### src/rtl/pwl_slope_table.sv
// pwl_slope_table: piecewise-linear interpolator. Builds a per-segment slope table through an
// external slope generator, then serves a 3-stage interpolation stream. Optional macro: PWL_ROUND_EN.
module pwl_slope_table #(
   parameter int XW         = 8,
   parameter int SEG_BITS   = 4,
   parameter int DSIZE      = 16,
   parameter int DT_I       = 8,
   parameter int DT_D       = 4,
   parameter int GD_LATENCY = 2
) (
   input  logic                 clock,
   input  logic                 rst,
   input  logic                 knot_wr,
   input  logic [SEG_BITS:0]    knot_addr,
   input  logic [DSIZE-1:0]     knot_data,
   input  logic                 build_start,
   output logic                 build_busy,
   output logic                 table_ready,
   output logic                 knot_err,
   output logic [DSIZE-1:0]     gd_y_disp,
   input  logic [DT_I+DT_D-1:0] gd_delta,
   input  logic                 in_valid,
   output logic                 in_ready,
   input  logic [XW-1:0]        in_x,
   output logic                 out_valid,
   output logic [DSIZE-1:0]     out_y
);
   localparam int NSEG      = 2**SEG_BITS;
   localparam int FW        = XW - SEG_BITS;
   localparam int DW        = DT_I + DT_D;
   localparam int PW        = DW + FW;
   localparam int BUILD_LEN = NSEG + GD_LATENCY;
   localparam int CW        = $clog2(BUILD_LEN);

   typedef enum logic [1:0] {S_IDLE, S_BUILD, S_RUN} state_t;

   state_t                r_state;
   logic [CW-1:0]         r_cnt;
   logic                  r_build_busy;
   logic                  r_table_ready;
   logic                  r_knot_err;
   logic [DSIZE-1:0]      r_knot  [0:NSEG];
   logic [DW-1:0]         r_slope [0:NSEG-1];
   logic                  r_sr_v   [GD_LATENCY];
   logic [SEG_BITS-1:0]   r_sr_idx [GD_LATENCY];

   logic                  r_s1_v;
   logic [SEG_BITS-1:0]   r_s1_seg;
   logic [FW-1:0]         r_s1_frac;
   logic                  r_s2_v;
   logic [DSIZE-1:0]      r_s2_knot;
   logic [PW-1:0]         r_s2_prod;
   logic                  r_out_v;
   logic [DSIZE-1:0]      r_out_y;

   logic                  w_issue;
   logic [SEG_BITS-1:0]   w_iss_idx;
   logic [SEG_BITS:0]     w_iss_nxt;
   logic [DSIZE-1:0]      w_k0;
   logic [DSIZE-1:0]      w_k1;
   logic                  w_mono;
   logic                  w_knot_wr_ok;
   logic                  w_accept;
   logic [PW-1:0]         w_prod;
   logic [PW:0]           w_prod_adj;
   logic [PW:0]           w_inc;
   logic [DSIZE:0]        w_sum;

   assign w_issue      = (r_state == S_BUILD) && (int'(r_cnt) < NSEG);
   assign w_iss_idx    = r_cnt[SEG_BITS-1:0];
   assign w_iss_nxt    = {1'b0, w_iss_idx} + (SEG_BITS+1)'(1);
   assign w_k0         = r_knot[{1'b0, w_iss_idx}];
   assign w_k1         = r_knot[w_iss_nxt];
   assign w_mono       = (w_k1 >= w_k0);
   assign w_knot_wr_ok = knot_wr && (r_state != S_BUILD) && (knot_addr <= (SEG_BITS+1)'(NSEG));
   assign w_accept     = in_valid && r_table_ready;

   // Displacement is combinational off the issue counter so knot writes landing on the
   // build_start edge are already visible to issue index 0.
   assign gd_y_disp    = (w_issue && w_mono) ? (w_k1 - w_k0) : '0;

   always_ff @(posedge clock or posedge rst) begin
      if (rst) begin
         r_state       <= S_IDLE;
         r_cnt         <= '0;
         r_build_busy  <= 1'b0;
         r_table_ready <= 1'b0;
         r_knot_err    <= 1'b0;
      end else begin
         case (r_state)
            S_IDLE: begin
               if (build_start) begin
                  r_state      <= S_BUILD;
                  r_cnt        <= '0;
                  r_build_busy <= 1'b1;
                  r_knot_err   <= 1'b0;
               end
            end
            S_BUILD: begin
               if (w_issue && !w_mono)
                  r_knot_err <= 1'b1;
               if (int'(r_cnt) == BUILD_LEN - 1) begin
                  r_state       <= S_RUN;
                  r_build_busy  <= 1'b0;
                  r_table_ready <= 1'b1;
               end else begin
                  r_cnt <= r_cnt + CW'(1);
               end
            end
            S_RUN: begin
               if (build_start) begin
                  r_state       <= S_BUILD;
                  r_cnt         <= '0;
                  r_build_busy  <= 1'b1;
                  r_table_ready <= 1'b0;
                  r_knot_err    <= 1'b0;
               end else if (w_knot_wr_ok) begin
                  r_state       <= S_IDLE;
                  r_table_ready <= 1'b0;
               end
            end
            default: begin
               r_state       <= S_IDLE;
               r_build_busy  <= 1'b0;
               r_table_ready <= 1'b0;
            end
         endcase
      end
   end

   always_ff @(posedge clock or posedge rst) begin
      if (rst) begin
         for (int unsigned i = 0; i <= NSEG; i++)
            r_knot[i] <= '0;
      end else if (w_knot_wr_ok) begin
         r_knot[knot_addr] <= knot_data;
      end
   end

   // Issue index travels alongside the generator latency so each delta lands in its own slot.
   always_ff @(posedge clock or posedge rst) begin
      if (rst) begin
         for (int unsigned i = 0; i < NSEG; i++)
            r_slope[i] <= '0;
         for (int unsigned i = 0; i < GD_LATENCY; i++) begin
            r_sr_v[i]   <= 1'b0;
            r_sr_idx[i] <= '0;
         end
      end else begin
         r_sr_v[0]   <= w_issue;
         r_sr_idx[0] <= w_iss_idx;
         for (int unsigned i = 1; i < GD_LATENCY; i++) begin
            r_sr_v[i]   <= r_sr_v[i-1];
            r_sr_idx[i] <= r_sr_idx[i-1];
         end
         if ((r_state == S_BUILD) && r_sr_v[GD_LATENCY-1])
            r_slope[r_sr_idx[GD_LATENCY-1]] <= gd_delta;
      end
   end

   assign w_prod = PW'(r_slope[r_s1_seg]) * PW'(r_s1_frac);

`ifdef PWL_ROUND_EN
   assign w_prod_adj = {1'b0, r_s2_prod} + (PW+1)'(2**(DT_D-1));
`else
   assign w_prod_adj = {1'b0, r_s2_prod};
`endif

   assign w_inc = w_prod_adj >> DT_D;
   assign w_sum = {1'b0, r_s2_knot} + (DSIZE+1)'(w_inc);

   always_ff @(posedge clock or posedge rst) begin
      if (rst) begin
         r_s1_v    <= 1'b0;
         r_s1_seg  <= '0;
         r_s1_frac <= '0;
         r_s2_v    <= 1'b0;
         r_s2_knot <= '0;
         r_s2_prod <= '0;
         r_out_v   <= 1'b0;
         r_out_y   <= '0;
      end else begin
         r_s1_v <= w_accept;
         if (w_accept) begin
            r_s1_seg  <= in_x[XW-1 -: SEG_BITS];
            r_s1_frac <= in_x[FW-1:0];
         end
         r_s2_v <= r_s1_v;
         if (r_s1_v) begin
            r_s2_knot <= r_knot[{1'b0, r_s1_seg}];
            r_s2_prod <= w_prod;
         end
         r_out_v <= r_s2_v;
         if (r_s2_v)
            r_out_y <= w_sum[DSIZE] ? '1 : w_sum[DSIZE-1:0];
      end
   end

   assign build_busy  = r_build_busy;
   assign table_ready = r_table_ready;
   assign in_ready    = r_table_ready;
   assign knot_err    = r_knot_err;
   assign out_valid   = r_out_v;
   assign out_y       = r_out_y;

endmodule

### config.mk
export PLATFORM = sky130hd
export DESIGN_NAME = pwl_slope_table
export DESIGN_NICKNAME = d
export VERILOG_FILES = /design/src/rtl/pwl_slope_table.sv
export SDC_FILE = /design/constraint.sdc
export NUM_CORES = 1
export LEC_CHECK = 0
export BUFFER_PORTS_ARGS = -buffer_cell sky130_fd_sc_hd__buf_4
export CAP_MARGIN = 20
export CORE_UTILIZATION = 47
export CTS_CLUSTER_DIAMETER = 100
export DETAILED_ROUTE_END_ITERATION = 10
export GPL_ROUTABILITY_DRIVEN = 1
export PLACE_DENSITY = 0.74
export SLEW_MARGIN = 5
export SYNTH_ARGS = -nofsm -noshare
export SYNTH_HDL_FRONTEND = slang
export SYNTH_SLANG_ARGS = --single-unit
### constraint.sdc
create_clock -name clock -period 20.5 [get_ports clock]
set_input_delay 3.075 -clock clock [delete_from_list [all_inputs] [get_ports clock]]
set_output_delay 3.075 -clock clock [all_outputs]
set_load 0.05 [all_outputs]
==> run metrics, run 1 <==
core area=0.0632 mm^2; share of post-route cells with drive strength above 1=48.4%; final period utilization=50.4%; Maximum Capacitance Violations=0; instance count along the most critical hold path=0; Worst-Skew Late Latency=0.65 ns; cell row count=92; syn_nets=2178; share of Yosys cell area claimed by the top area cell type=44.7%; critical-path cell with the highest stage delay=sky130_fd_sc_hd__dfrtp_4; number of synthesized flops with an enable pin=0; H-Tree Depth=2; via count of the first global-routing pass=20000; number of hold violations in the final report=0; total global routing overflow=0; total power of the final layout=6.03 mW; largest net degree at the start of global routing=126; R2R depth=15; sequential-to-total area share from yosys stat=44.7%; startpoint types=register; detailed-placement wirelength estimate=48500 um; fraction of registers with async set/reset=100%; shortest clock period the worst path allows after layout=10.34 ns; worst slew slack as a fraction of its limit=22.9%; Synth area leaders=sky130_fd_sc_hd__dfrtp_1, sky130_fd_sc_hd__mux4_2, sky130_fd_sc_hd__mux2_2; y dimension of the die=255 um; Critical Path Fanout Max=51; mean area per synthesized cell=14.6 um^2; clock input transition at the sequential cells of the worst setup and hold paths=0.06 ns; overall die area=0.0652 mm^2; TritonCTS clock tree=done; post-CTS setup repair buffer count=0; setup repair after global routing missed its margin=no; count of yosys warnings during synthesis=0; number of buffers inserted for hold repair after clock tree synthesis=0; Reg2Reg Setup Slack=14.33 ns; placement-stage worst setup slack=10.99 ns; Unique masters post-synth=62; Slew Viols, Final=0; number of gates given a new drive strength after cts=0; routability congestion estimate=0.928; Top delay family on crit path=compound AO/OA/AOI/OAI gates; placed insts=2867; start-to-end type of the worst setup path=reg -> out; total global-route track usage=24.4%; most used flip-flop cell after synthesis=sky130_fd_sc_hd__dfrtp_1; total number of vias=19000; power density normalized to cell area=179 mW/mm^2; Worst setup EP type=output pin; final design instance area without fill=0.0337 mm^2; outcome=complete, no violations; number of failing setup endpoints in the final timing report=0; area delta synth->final=11.7%; vias per std cell=6.39; combined area of all synthesized cells=0.0302 mm^2; Final Net Count=2198; global-route wire length before repair=122000 um; root buffer cell=sky130_fd_sc_hd__clkbuf_16; per-cell routed wire length=26.3 um; number of design-rule violations left by the first detailed-router iteration=1613; CP Data Arrival Time=7.27 ns; clock sinks=539; worst setup skew after layout=0.0420 ns; register bit count reported by yosys=539; crit path cell chain=ha_2 > buf_4 > nand2_1 > nor3_2 > a32o_1 > ha_1 > nor2b_1 > o21ai_0 > a21oi_1 > o31ai_1 > a21oi_1 > a211oi_1 > o21a_1 > nor2_1 > mux2_2 > buf_4; total clock buffers created by CTS=58; number of buffer cells added on primary ports=82; initial antenna violation count=2; highest attainable clock frequency=96.7 MHz; Die Span X=255 um; instance count of the mapped netlist=2063; top-level port count=83; number of buffers and inverters on the critical path=2; initial cell density of the core=47.7%; Largest stage delay, worst path=1.03 ns; detailed-router iteration count before antenna repair=5; placed cell area=0.0316 mm^2; number of standard cells in the layout, taps in and fillers out=2975; maximum number of buffers from clock root to sink=3; count of unresolved DRC violations after routing=0; P_leak=14.9 nW; total negative slack=0 ns; Detailed Route WL=78300 um; maximum resistive drop on vdd=0.214 mV; required time of the worst setup path=17.43 ns; number of stages on the worst setup path=16; Worst Tran Pin Value=1.15 ns; area leader, netlist=sky130_fd_sc_hd__dfrtp_1; min setup slack post-route=10.16 ns; number of routed nets with antenna violations=0; worst hold path type=reg -> reg
-- metal layers --
| metal | up-vias | share of wire (%) | GRT usage (%) |
|---|---|---|---|
| met3 | 188 | 8.8 | 5.88 |
| li1 | 7851 | - | - |
| met4 | 2 | 3.5 | 8.77 |
| met2 | 876 | 48 | 38.7 |
| met1 | 10100 | 39 | 32.7 |
| met5 | - | 0.017 | 0 |
-- layout make-up --
type / count / area (um^2)
repair buffers: 114 / 896
clock inverters: 25 / 377
multi-input cells: 1289 / 15900
clock buffers: 80 / 1650
inverters: 81 / 312
fillers: 4946 / 29500
diodes: 1 / 2.50
well taps: 846 / 1060
flip-flops and latches: 539 / 13500
-- layout by cell type (no fill, tap or decap), types with 8 or more instances in the layout --
| cell type | Yosys | routed |
|---|---|---|
| sky130_fd_sc_hd__a21o_1 | 8 | 8 |
| sky130_fd_sc_hd__a21oi_1 | 27 | 27 |
| sky130_fd_sc_hd__a32o_1 | 14 | 14 |
| sky130_fd_sc_hd__and2_1 | 29 | 29 |
| sky130_fd_sc_hd__buf_4 | 4 | 112 |
| sky130_fd_sc_hd__bufinv_16 | 0 | 8 |
| sky130_fd_sc_hd__clkbuf_1 | 106 | 10 |
| sky130_fd_sc_hd__clkbuf_16 | 0 | 58 |
| sky130_fd_sc_hd__clkbuf_8 | 0 | 12 |
| sky130_fd_sc_hd__dfrtp_1 | 539 | 532 |
| sky130_fd_sc_hd__fa_1 | 21 | 21 |
| sky130_fd_sc_hd__ha_1 | 48 | 47 |
| sky130_fd_sc_hd__inv_1 | 81 | 80 |
| sky130_fd_sc_hd__mux2_2 | 494 | 494 |
| sky130_fd_sc_hd__mux2i_1 | 36 | 36 |
| sky130_fd_sc_hd__mux4_2 | 282 | 282 |
| sky130_fd_sc_hd__nand2_1 | 82 | 82 |
| sky130_fd_sc_hd__nand2b_1 | 9 | 8 |
| sky130_fd_sc_hd__nand3_1 | 12 | 12 |
| sky130_fd_sc_hd__nor2_1 | 56 | 39 |
| sky130_fd_sc_hd__nor2_4 | 0 | 12 |
| sky130_fd_sc_hd__nor2b_1 | 11 | 11 |
| sky130_fd_sc_hd__o21ai_0 | 23 | 23 |
| sky130_fd_sc_hd__o22a_1 | 14 | 14 |
| sky130_fd_sc_hd__xnor2_1 | 25 | 24 |
-- state kept, by name, indices dropped and copies added (netlist names) --
register / count
r_knot: 272
r_slope: 192
out_y: 16
r_s2_knot: 16
r_s2_prod: 12
r_sr_idx: 8
r_cnt: 5
r_s1_frac: 4
r_s1_seg: 4
r_sr_v: 2
r_state: 2
build_busy: 1
in_ready: 1
knot_err: 1
out_valid: 1
r_s1_v: 1
r_s2_v: 1
-- Yosys cell counts (4+ instances only) --
cell type / instances
sky130_fd_sc_hd__fa_1: 21
sky130_fd_sc_hd__mux4_2: 282
sky130_fd_sc_hd__o21ai_0: 23
sky130_fd_sc_hd__mux2_2: 494
sky130_fd_sc_hd__a21o_1: 8
sky130_fd_sc_hd__nand2b_1: 9
sky130_fd_sc_hd__nor3_1: 10
sky130_fd_sc_hd__nand2_1: 82
sky130_fd_sc_hd__and3_1: 7
sky130_fd_sc_hd__buf_1: 25
sky130_fd_sc_hd__inv_1: 81
sky130_fd_sc_hd__nor2b_1: 11
sky130_fd_sc_hd__o22a_1: 14
sky130_fd_sc_hd__ha_1: 48
sky130_fd_sc_hd__xnor2_1: 25
sky130_fd_sc_hd__a32o_1: 14
sky130_fd_sc_hd__a211oi_1: 4
sky130_fd_sc_hd__nand3b_1: 7
sky130_fd_sc_hd__nand4_1: 6
sky130_fd_sc_hd__nor2_1: 56
sky130_fd_sc_hd__mux2i_1: 36
sky130_fd_sc_hd__buf_4: 4
sky130_fd_sc_hd__xor2_1: 8
sky130_fd_sc_hd__clkbuf_1: 106
sky130_fd_sc_hd__dfrtp_1: 539
sky130_fd_sc_hd__and2_1: 29
sky130_fd_sc_hd__buf_2: 17
sky130_fd_sc_hd__a21oi_1: 27
sky130_fd_sc_hd__nand3_1: 12
sky130_fd_sc_hd__or3_1: 7
sky130_fd_sc_hd__and4_1: 4
-- worst register-to-register path: cells and delay by family, from the launching register on --
kind	cells	cell delay (ns)
AO/OA/AOI/OAI	9	1.79
adder cells (fa/ha/maj)	2	1.35
buffers and inverters	1	0.69
flip-flops	1	1.03
AND/OR/NAND/NOR	3	1.23
-- power by group --
group / internal (mW) / switching, mW
combinational: 1.47 / 1.78
clock: 0.665 / 0.450
sequential: 1.39 / 0.289
total: 3.52 / 2.51
-- per-stage QoR --
step / hold WS, ns / utilization [%]
3_3_place_gp: 0.335 / 50.0
6_report: 0.357 / 53.3
5_1_grt: 0.360 / 53.3
4_1_cts: 0.359 / 53.2
2_1_floorplan: 0.331 / -
3_5_place_dp: 0.336 / 50.0
-- logic make-up (layout without fill, tap and decap cells) --
logic type	after synthesis	after routing	share of synthesized area, %
AOI/OAI and AO/OA	129	129	3.13
xor gates and xnor gates	33	33	0.958
adders and majority gates	69	69	3.39
buffers and inverters	235	300	3.11
DFF	539	539	44.7
muxes	813	813	40.8
other	0	1	0
and+or+nand+nor	245	245	3.94
-- path summary, 6_finish.rpt --
kind,startpoint,end
max,r_cnt[0],gd_y_disp[15]
min,r_sr_v[1],r_sr_v[0]
max reg2reg,r_cnt[0],knot_err
min reg2reg,r_sr_v[1],r_sr_v[0]
max in group asynchronous,rst,r_s1_seg[3]
min in group asynchronous,rst,r_knot[73]
Note: power is estimated with default switching activity, not from simulation.
==> inputs of run 2 (changes only) <==
PLACE_DENSITY = 0.76   (was 0.74)
clock period = 8.55 ns   (was 20.5 ns; I/O delays follow)
==> run 2 against run 1 <==
Net effect: global-route usage shrank 0.24 points; combinational power grew 140%; setup slack lost 9.4 ns; critical path type unchanged; largest power group unchanged.
==> run metrics, run 2 (synthesis gave the netlist of run 1 again) <==
CP Data Arrival Time=6.48 ns; share of post-route cells with drive strength above 1=48.1%; final period utilization=90.8%; maximum number of buffers from clock root to sink=3; number of design-rule violations left by the first detailed-router iteration=1816; Maximum Capacitance Violations=0; outcome=complete, no violations; highest attainable clock frequency=129 MHz; y dimension of the die=255 um; routability congestion estimate=0.919; total global routing overflow=0; power dissipated by switching net loads=5.98 mW; power density normalized to cell area=426 mW/mm^2; number of routed nets with antenna violations=0; total clock buffers created by CTS=56; Final Net Count=2202; part of the total power dissipated in the clock network=17.6%; number of hold violations in the final report=0; detailed-router iteration count before antenna repair=6; count of unresolved DRC violations after routing=0; number of buffer cells added on primary ports=82; most common cell after layout, fill and taps aside=sky130_fd_sc_hd__dfrtp_1; H-Tree Depth=2; internal power of the cells=8.31 mW; start-to-end type of the worst setup path=reg -> out; Slew Viols, Final=0; detailed-placement wirelength estimate=48300 um; area delta synth->final=11.3%; worst setup skew after layout=0.0479 ns; core area=0.0632 mm^2; largest net degree at the start of global routing=169; Worst setup EP type=output pin; sequential share of power=27.7%; root buffer cell=sky130_fd_sc_hd__clkbuf_16; total global-route track usage=24.1%; total power of the final layout=14.3 mW; Critical Path Fanout Max=43; most flop-heavy register=r_knot; Worst Tran Pin Value=1.07 ns; total number of vias=18900; global-route wire length before repair=121000 um; Fillers=4987; Logic pwr share=54.7%; number of failing setup endpoints in the final timing report=0; worst hold path type=reg -> reg; per-cell routed wire length=26.0 um; P_leak=14.8 nW; number of buffers inserted for hold repair after clock tree synthesis=0; TritonCTS clock tree=done; cell row count=92; vias per std cell=6.36; overall die area=0.0652 mm^2; post-CTS setup repair buffer count=0; Detailed Route WL=77500 um; startpoint types=register; final-layout worst hold slack=0.349 ns; clock sinks=539; leading registers by flop count=r_knot (272), r_slope (192); required time of the worst setup path=7.27 ns; Largest register FFs=272; leading cell types in the layout, fill and taps excluded=sky130_fd_sc_hd__dfrtp_1, sky130_fd_sc_hd__mux2_2, sky130_fd_sc_hd__mux4_2; setup repair after global routing missed its margin=no; switching power as a share of total power=41.9%; Worst-Skew Late Latency=0.65 ns; number of gates given a new drive strength after cts=0; shortest clock period the worst path allows after layout=7.76 ns; via count of the first global-routing pass=20100; initial cell density of the core=47.7%; initial antenna violation count=3; clock input transition at the sequential cells of the worst setup and hold paths=0.06 ns; Die Span X=255 um; worst slew slack as a fraction of its limit=28.7%; maximum resistive drop on vdd=0.528 mV; top-level port count=83
## run 2: changes by cell type in the layout (fill, tap and decap cells not counted), moves of 4 or more
cell	delta
sky130_fd_sc_hd__buf_4	+5
sky130_fd_sc_hd__clkbuf_1	+4
sky130_fd_sc_hd__clkbuf_8	-4
sky130_fd_sc_hd__clkinv_2	+5
sky130_fd_sc_hd__clkinvlp_4	-5
## run 2: area by class of cell
type                    count  area (um^2)  area share [%]
repair buffers            120          946            2.82
inverters                  81          308           0.917
clock buffers              79         1590            4.73
flip-flops and latches    539        13500            40.2
diodes                      2         5.00          0.0149
well taps                 846         1060            3.15
clock inverters            18          274           0.816
multi-input cells        1289        15900            47.3
## run 2: worst paths after layout
path,startpoint,end,slack (ns),cells after the start
worst max-delay path,r_cnt[0],gd_y_disp[15],0.79,17
worst min-delay path,r_sr_idx[6],r_sr_idx[2],0.35,0
worst max register to register,r_s1_seg[0],r_s2_prod[14],2.78,18
worst min register to register,r_sr_idx[6],r_sr_idx[2],0.35,0
max in group asynchronous,rst,r_s1_seg[3],5.96,4
min in group asynchronous,rst,r_knot[105],0.62,2
## run 2: power groups by stage
stage | Combinational (mW) | Clock [mW] | Sequential (mW)
2_1_floorplan | 5.95 | 0 | 3.82
3_3_place_gp | 7.60 | 0 | 3.91
3_5_place_dp | 7.80 | 0 | 3.99
4_1_cts | 7.85 | 2.54 | 3.95
5_1_grt | 8.43 | 2.64 | 4.07
6_report | 7.83 | 2.51 | 3.96
## run 2: critical path, stage by stage (launching register included)
cell and delay, ns:
sky130_fd_sc_hd__dfrtp_4 0.91, sky130_fd_sc_hd__nand3_1 0.29, sky130_fd_sc_hd__xor2_4 0.64, sky130_fd_sc_hd__inv_1 0.12, sky130_fd_sc_hd__nor3_2 0.66, sky130_fd_sc_hd__buf_4 0.32
sky130_fd_sc_hd__a32o_1 0.16, sky130_fd_sc_hd__ha_1 0.31, sky130_fd_sc_hd__a21o_1 0.20, sky130_fd_sc_hd__a21oi_1 0.17, sky130_fd_sc_hd__inv_1 0.06, sky130_fd_sc_hd__a21oi_1 0.22
sky130_fd_sc_hd__a21oi_1 0.12, sky130_fd_sc_hd__a211oi_1 0.42, sky130_fd_sc_hd__o21a_1 0.62, sky130_fd_sc_hd__nor2_1 0.08, sky130_fd_sc_hd__mux2_2 0.30, sky130_fd_sc_hd__buf_4 0.19
## run 2: metal layers
metal  part of all wire [%]  GRT usage, %  wire length (um)
met1                     39          31.6             30500
met2                     48          38.5             37300
met3                    8.3          6.06              6450
met4                    4.1          9.72              3210
met5                  0.017             0                13
## run 2: per-stage QoR
stage                     util (%)  setup TNS (ns)  setup WS [ns]  instance area (um^2)  cells
after detailed placement      50.1               0           1.63                 31700   2874
after global placement        50.1               0           1.83                 31700   2874
final                         53.1               0          0.786                 33600   2974
after floorplan                  -          -33.68        -0.0625                 30200   2063
after global routing          53.1               0          0.521                 33600   2973
after CTS                     53.1               0          0.920                 33500   2971
